`config.mk`:
```
export PLATFORM = sky130hd
export DESIGN_NAME = uart_dds_transceiver
export DESIGN_NICKNAME = d
export VERILOG_FILES = /design/src/rtl/uart_pkg.sv /design/src/rtl/uart_dds_tick.sv /design/src/rtl/uart_dds_transceiver.sv
export SDC_FILE = /design/constraint.sdc
export NUM_CORES = 1
export LEC_CHECK = 0
export BUFFER_PORTS_ARGS = -buffer_cell sky130_fd_sc_hd__buf_4
export CAP_MARGIN = 20
export CORE_UTILIZATION = 25
export DETAILED_ROUTE_END_ITERATION = 8
export PLACE_DENSITY = 0.51
export SYNTH_ARGS = -nofsm -noshare
export SYNTH_HDL_FRONTEND = slang
export SYNTH_HIERARCHICAL = 1
export SYNTH_SLANG_ARGS = --single-unit
```
`constraint.sdc`:
```
create_clock -name sys_clk -period 10.06 [get_ports sys_clk]
set_input_delay 1.006 -clock sys_clk [delete_from_list [all_inputs] [get_ports sys_clk]]
set_output_delay 1.006 -clock sys_clk [all_outputs]
set_load 0.1 [all_outputs]
```
`src/rtl/uart_pkg.sv`:
```
// Shared UART definitions: FSM state encodings, frame geometry and the DDS modulus.
// Pure declarations: no logic, no latency, no flow control.
package uart_pkg;

  localparam int OVERSAMPLE = 16;
  localparam int DATA_BITS  = 8;

  typedef enum logic {
    TX_IDLE,
    TX_SHIFT
  } tx_state_t;

  typedef enum logic [2:0] {
    RX_IDLE,
    RX_START,
    RX_DATA,
    RX_STOP,
    RX_WAIT_HIGH
  } rx_state_t;

  // baudrate is in units of 100 baud, so the accumulator wraps at CLK_FREQ/100.
  function automatic logic [31:0] acc_modulus(input int clk_freq);
    return 32'(clk_freq / 100);
  endfunction

endpackage

```
`src/rtl/uart_dds_tick.sv`:
```
// Phase-accumulator baud x16 tick generator; enable_16 is registered, one cycle wide.
// Free-running, no backpressure; baudrate=0 stops the ticks.
module uart_dds_tick
  import uart_pkg::*;
#(
  parameter int CLK_FREQ = 50_000_000
) (
  input  logic        sys_clk,
  input  logic        sys_rst,
  input  logic [15:0] baudrate,
  output logic        enable_16
);

  localparam logic [31:0] MODULUS = acc_modulus(CLK_FREQ);

  logic [31:0] acc;
  logic [32:0] sum;
  logic [32:0] wrapped;

  // 33 bits so the carry out of a near-full accumulator is never lost.
  assign sum     = {1'b0, acc} + {13'd0, baudrate, 4'd0};
  assign wrapped = sum - {1'b0, MODULUS};

  always_ff @(posedge sys_clk) begin
    if (sys_rst) begin
      acc       <= 32'd0;
      enable_16 <= 1'b0;
    end else if (sum >= {1'b0, MODULUS}) begin
      acc       <= wrapped[31:0];
      enable_16 <= 1'b1;
    end else begin
      acc       <= sum[31:0];
      enable_16 <= 1'b0;
    end
  end

endmodule

```
`src/rtl/uart_dds_transceiver.sv`:
```
// Full-duplex 8N1 UART with DDS baud generator; tx starts the cycle after tx_wr, rx_done 2-3 clocks after mid-stop.
// No backpressure: tx_wr while busy is dropped, and received bytes overwrite rx_data unconditionally.
module uart_dds_transceiver
  import uart_pkg::*;
#(
  parameter int CLK_FREQ = 50_000_000
) (
  input  logic        sys_clk,
  input  logic        sys_rst,
  input  logic [15:0] baudrate,
  input  logic        uart_rx,
  output logic        uart_tx,
  input  logic [7:0]  tx_data,
  input  logic        tx_wr,
  output logic        tx_done,
  output logic        tx_busy,
  output logic [7:0]  rx_data,
  output logic        rx_done,
  output logic        rx_error,
  output logic        enable_16
);

  localparam logic [3:0] TICK_LAST    = 4'(OVERSAMPLE - 1);
  localparam logic [3:0] TICK_MID     = 4'(OVERSAMPLE / 2 - 1);
  localparam logic [3:0] TX_BIT_LAST  = 4'(DATA_BITS + 1);
  localparam logic [2:0] RX_BIT_LAST  = 3'(DATA_BITS - 1);

  uart_dds_tick #(
    .CLK_FREQ (CLK_FREQ)
  ) u_tick (
    .sys_clk   (sys_clk),
    .sys_rst   (sys_rst),
    .baudrate  (baudrate),
    .enable_16 (enable_16)
  );

  tx_state_t  tx_state;
  logic [8:0] tx_shift;
  logic [3:0] tx_tick_cnt;
  logic [3:0] tx_bit_cnt;

  // The start bit goes straight to uart_tx; tx_shift holds data bits then the stop bit.
  always_ff @(posedge sys_clk) begin
    if (sys_rst) begin
      tx_state    <= TX_IDLE;
      tx_shift    <= '1;
      tx_tick_cnt <= 4'd0;
      tx_bit_cnt  <= 4'd0;
      uart_tx     <= 1'b1;
      tx_done     <= 1'b0;
      tx_busy     <= 1'b0;
    end else begin
      tx_done <= 1'b0;
      case (tx_state)
        TX_IDLE: begin
          if (tx_wr) begin
            tx_shift    <= {1'b1, tx_data};
            tx_tick_cnt <= 4'd0;
            tx_bit_cnt  <= 4'd0;
            uart_tx     <= 1'b0;
            tx_busy     <= 1'b1;
            tx_state    <= TX_SHIFT;
          end
        end
        TX_SHIFT: begin
          if (enable_16) begin
            if (tx_tick_cnt == TICK_LAST) begin
              tx_tick_cnt <= 4'd0;
              if (tx_bit_cnt == TX_BIT_LAST) begin
                uart_tx  <= 1'b1;
                tx_done  <= 1'b1;
                tx_busy  <= 1'b0;
                tx_state <= TX_IDLE;
              end else begin
                uart_tx    <= tx_shift[0];
                tx_shift   <= {1'b1, tx_shift[8:1]};
                tx_bit_cnt <= tx_bit_cnt + 4'd1;
              end
            end else begin
              tx_tick_cnt <= tx_tick_cnt + 4'd1;
            end
          end
        end
        default: tx_state <= TX_IDLE;
      endcase
    end
  end

  logic rx_meta;
  logic rx_sync;

  always_ff @(posedge sys_clk) begin
    if (sys_rst) begin
      rx_meta <= 1'b1;
      rx_sync <= 1'b1;
    end else begin
      rx_meta <= uart_rx;
      rx_sync <= rx_meta;
    end
  end

  rx_state_t  rx_state;
  logic [7:0] rx_shift;
  logic [3:0] rx_tick_cnt;
  logic [2:0] rx_bit_cnt;

  // Returning to IDLE at mid-stop leaves half a bit to catch the next start edge.
  always_ff @(posedge sys_clk) begin
    if (sys_rst) begin
      rx_state    <= RX_IDLE;
      rx_shift    <= 8'd0;
      rx_tick_cnt <= 4'd0;
      rx_bit_cnt  <= 3'd0;
      rx_data     <= 8'd0;
      rx_done     <= 1'b0;
      rx_error    <= 1'b0;
    end else begin
      rx_done  <= 1'b0;
      rx_error <= 1'b0;
      case (rx_state)
        RX_IDLE: begin
          if (enable_16 && !rx_sync) begin
            rx_tick_cnt <= 4'd0;
            rx_state    <= RX_START;
          end
        end
        RX_START: begin
          if (enable_16) begin
            if (rx_tick_cnt == TICK_MID) begin
              rx_tick_cnt <= 4'd0;
              rx_bit_cnt  <= 3'd0;
              rx_state    <= rx_sync ? RX_IDLE : RX_DATA;
            end else begin
              rx_tick_cnt <= rx_tick_cnt + 4'd1;
            end
          end
        end
        RX_DATA: begin
          if (enable_16) begin
            if (rx_tick_cnt == TICK_LAST) begin
              rx_tick_cnt <= 4'd0;
              rx_shift    <= {rx_sync, rx_shift[7:1]};
              if (rx_bit_cnt == RX_BIT_LAST) begin
                rx_state <= RX_STOP;
              end else begin
                rx_bit_cnt <= rx_bit_cnt + 3'd1;
              end
            end else begin
              rx_tick_cnt <= rx_tick_cnt + 4'd1;
            end
          end
        end
        RX_STOP: begin
          if (enable_16) begin
            if (rx_tick_cnt == TICK_LAST) begin
              rx_tick_cnt <= 4'd0;
              if (rx_sync) begin
                rx_data  <= rx_shift;
                rx_done  <= 1'b1;
                rx_state <= RX_IDLE;
              end else begin
                rx_error <= 1'b1;
                rx_state <= RX_WAIT_HIGH;
              end
            end else begin
              rx_tick_cnt <= rx_tick_cnt + 4'd1;
            end
          end
        end
        RX_WAIT_HIGH: begin
          if (rx_sync) begin
            rx_state <= RX_IDLE;
          end
        end
        default: rx_state <= RX_IDLE;
      endcase
    end
  end

endmodule

```
==> qor.log <==
qor: status.run_status completed
qor: timing.tightestPinTransition 1.01 ns
qor: global_routing.groute.layer.met1.usage 0.172
qor: global_routing.antenna_found_initial 0
qor: clock_tree.htree_num_levels 3
qor: pwr.power.total 1.76 mW
qor: worst_setup_path.crit_family compound AO/OA/AOI/OAI gates
qor: yosys.synth.top_cells.by_area dfxtp_1 29%, mux2i_1 8.1%, ha_1 5.3%
qor: yosys.synth_cell_types 80
qor: worst_setup_path.cp.required 10.30 ns
qor: floorplanning.fp.dieArea 0.0225 mm^2
qor: drt.final_antenna_net_count 0
qor: clock_tree.cts_made_buffers 9
qor: clock_tree.numClockSinks 79
qor: timing.fin_skew 0.00779 ns
qor: yosys.synth-seq-cells 79
qor: final_layout.fin_area 0.00632 mm^2
qor: worst_setup_path.largest_fanout_of_any_net_on_the_critical_path 16
qor: final_layout.multi_input_area 0.00371 mm^2
qor: placed_design.buffer_ports.inserted 41
qor: global_routing.vias_in_the_first_global_route 4577
qor: timing.finalSetupViolCount 0
qor: drt.detail_route.wirelength 13700 um
qor: drt.detailedRoute.firstIterationViolations 237
qor: global_routing.globalRouteOverflowTotal 0
qor: clock_tree.clockRootBuffer clkbuf_16
qor: floorplanning.die_width 150 um
qor: global_routing.global_route.usage.met3 0.0284
qor: final_layout.fin_nets 733
qor: worst_setup_path.reg2reg_slack 6.10 ns
qor: final_layout.num-fill-cells 2285
qor: worst_setup_path.series_of_cell_instances_along_the_critical_path buf_4, ha_1, inv_1, fa_1, nor2b_4, o31a_1, o21ai_1, a21oi_1, mux2i_1, a31oi_1, nor3_2, buf_4, a211oi_1, mux2_2
qor: worst_setup_path.critPathLaunchType input pin
qor: yosys.yosysTopAreaCellShare 0.289
qor: placed_design.instance_area_after_placement 0.00600 mm^2
qor: drt.drc 0
qor: yosys.number_of_warnings_printed_during_yosys_synthesis 6
qor: timing.grt_setup_unrepaired false
qor: final_layout.syn2layout_area_growth 15.7%
qor: min_path.min_from rx_meta$_SDFF_PP1_
qor: yosys.syn_nets 713
qor: final_layout.area_taken_by_flip_flops_and_latches 0.00158 mm^2
qor: clock_tree.cts_clock_pin_slew_for_the_worst_setup_and_hold_paths 0.07 ns
qor: yosys.netlist_instances 661
qor: worst_setup_path.cp_num_buf_inv 3
qor: yosys.synth.largest_area_cell dfxtp_1
qor: clock_tree.max-clock-path-buffers 2
qor: placed_design.dp_wirelength 9830 um
qor: final_layout.diodes 0
qor: clock_tree.hold_buffers 0
qor: placed_design.finalWeightedCongestion 0.804
qor: timing.final-max-slew-violation-count 0
qor: min_path.hp-class flip-flop to flip-flop
qor: clock_tree.cts_setup_buffers 0
qor: yosys.ys.flop_type dfxtp_1
qor: yosys.number_of_enable_type_register_cells_in_the_synthesized_netlist 0
qor: floorplanning.die-height 150 um
qor: floorplanning.fp-row-count 53
qor: pwr.power.leakage 2.52 nW
qor: global_routing.gr-usage-all-layers 0.127
qor: yosys.post_synth_instance_area 0.00547 mm^2
qor: drt.detailedRoute.firstPassIterationCount 4
qor: floorplanning.pin_count 42
qor: clock_tree.cts_resized 0
qor: timing.final.setup.tns 0 ns
qor: worst_setup_path.crit-reg2reg-launch u_tick/acc[4]$_SDFF_PP0_
qor: drt.total_number_of_vias 4822
qor: floorplanning.initial_core_util 0.258
qor: worst_setup_path.critical_path_class input pin to flip-flop
qor: drt.vias_per_cell 5.02
qor: placed_design.placement.setup.worst_slack 5.09 ns
qor: clock_tree.clkLatencyLatePin 0.35 ns
qor: timing.timing.final.ws_setup 5.67 ns
qor: worst_setup_path.slowest_stage a21oi_1
qor: global_routing.gr-max-usage-layer met2
qor: pwr.ir_drop 0.120 mV
qor: worst_setup_path.setup.worst_path.start baudrate[0]
qor: yosys.syn_area_per_cell 8.27 um^2
qor: drt.detail_route.wl_per_cell 14.2 um
qor: timing.timing.final.crit_period 4.39 ns
qor: yosys.async_reset_ff_frac 0
qor: timing.max_freq 228 MHz
qor: global_routing.pin_count_of_the_biggest_net_entering_global_routing 62
qor: timing.slew_headroom 0.325
qor: clock_tree.cts_tree built
qor: worst_setup_path.worstSetupEndpointType flip-flop
qor: floorplanning.core_area 0.0212 mm^2
qor: job.timing.max_cap.violations 0
qor: global_routing.global_route_wire_length_before_repair 22900 um
qor: timing.final_period_utilization 0.436
qor: worst_setup_path.timing.critical_path.arrival 4.63 ns
qor: worst_setup_path.library_cell_appearing_most_often_on_the_critical_path buf_4
qor: global_routing.gr-usage-met2 0.201
qor: final_layout.post_route_cells_drive_above_1_share 0.147
qor: pwr.power.density_cell_area 279 mW/mm^2
qor: yosys.synth.yosys.seq_area_share 0.289
qor: timing.final_hold_viol_count 0
qor: worst_setup_path.crit_path_max_incr_delay 0.62 ns
## worst register-to-register path, cell delays in order, from the launching register on
cell and delay [ns]:
dfxtp_1 0.31, ha_1 0.20, inv_1 0.07, fa_1 0.43, nor2b_4 0.16, o31a_1 0.25, o21ai_1 0.22, a21oi_1 0.62
mux2i_1 0.31, a31oi_1 0.16, nor3_2 0.41, buf_4 0.30, a211oi_1 0.11, mux2_2 0.31
## through the flow
step                hold slack, ns  std cells  utilization
floorplan                    0.389        661            -
global placement             0.412        944        0.283
detailed placement           0.424        944        0.283
CTS                          0.442        960        0.297
global route                 0.452        961        0.298
finish                       0.429        961        0.298
## cells in the mapped netlist, drive strengths merged, types with 5 or more instances
cell type,count
mux2i,44
buf,10
nand3b,5
nor2b,5
a21oi,56
o21ai,45
nor2,46
and2,17
nand2,56
dfxtp,79
a211oi,13
inv,14
or2,15
nand2b,8
a31oi,5
or4b,5
or3,11
and3,11
xnor2,11
a21o,9
ha,23
nand3,20
clkbuf,24
xor2,8
o211ai,20
nand4,7
mux2,5
and4,5
nor3b,7
nor3,11
## cell families (layout without fill, tap and decap cells)
group / Yosys count / after routing / share of synthesized area
and+or+nand+nor: 249 / 249 / 0.261
AOI/OAI and AO/OA: 193 / 193 / 0.237
DFF: 79 / 79 / 0.289
muxes: 49 / 49 / 0.0909
buffers and inverters: 48 / 73 / 0.0350
adders and majority gates: 24 / 24 / 0.0563
xor gates and xnor gates: 19 / 19 / 0.0304
## registers in the layout (all words and copies together), names as in the netlist, 3 cells and up
register	cells
rx_state	3
rx_bit_cnt	3
rx_shift	8
u_tick/acc	28
rx_data	8
tx_bit_cnt	4
tx_tick_cnt	4
rx_tick_cnt	4
tx_shift	8
## final cells by class
class	count	share of cell area
clock buffer	10	0.0378
inverter	14	0.00831
timing repair buffer	43	0.0516
sequential	79	0.250
tap	275	0.0544
multi-input combinational	534	0.586
clock inverter	6	0.0117
## cells in the final DEF (no fill, tap or decap), types with 8 or more instances in the layout
cell type,Yosys,routed
o21ai_0,40,40
dfxtp_1,79,79
a211oi_1,12,12
ha_1,23,23
a21oi_1,54,54
nand2b_1,8,8
inv_1,14,14
nor3_1,10,9
nor2_1,45,45
and3_1,11,11
or3_1,10,10
clkbuf_16,0,9
and2_1,16,16
xnor2_1,11,11
a21o_1,9,9
mux2i_1,44,44
xor2_1,8,8
nand3_1,18,18
o211ai_1,19,19
nand2_1,56,56
buf_4,1,42
or2_2,14,14
## path summary, 6_finish.rpt
kind | endpoint | cells after the start
worst min register to register | rx_sync$_SDFF_PP1_ | 1
worst max-delay path | u_tick/acc[18]$_SDFF_PP0_ | 14
worst min-delay path | rx_sync$_SDFF_PP1_ | 1
worst max register to register | u_tick/acc[18]$_SDFF_PP0_ | 13
## per-layer routing
layer | wire, um | share of wire
met1 | 6730 | 0.49
met2 | 6000 | 0.44
met3 | 725 | 0.053
met4 | 195 | 0.014
met5 | 0 | 0
## where the power goes
part	internal (mW)	total, mW	switching, mW	leakage, nW
sequential	0.372	0.431	0.0584	0.647
combinational	0.387	0.982	0.595	1.72
clock	0.203	0.350	0.147	0.154
total	0.963	1.76	0.800	2.52
Power figures use the tool's default switching activity.
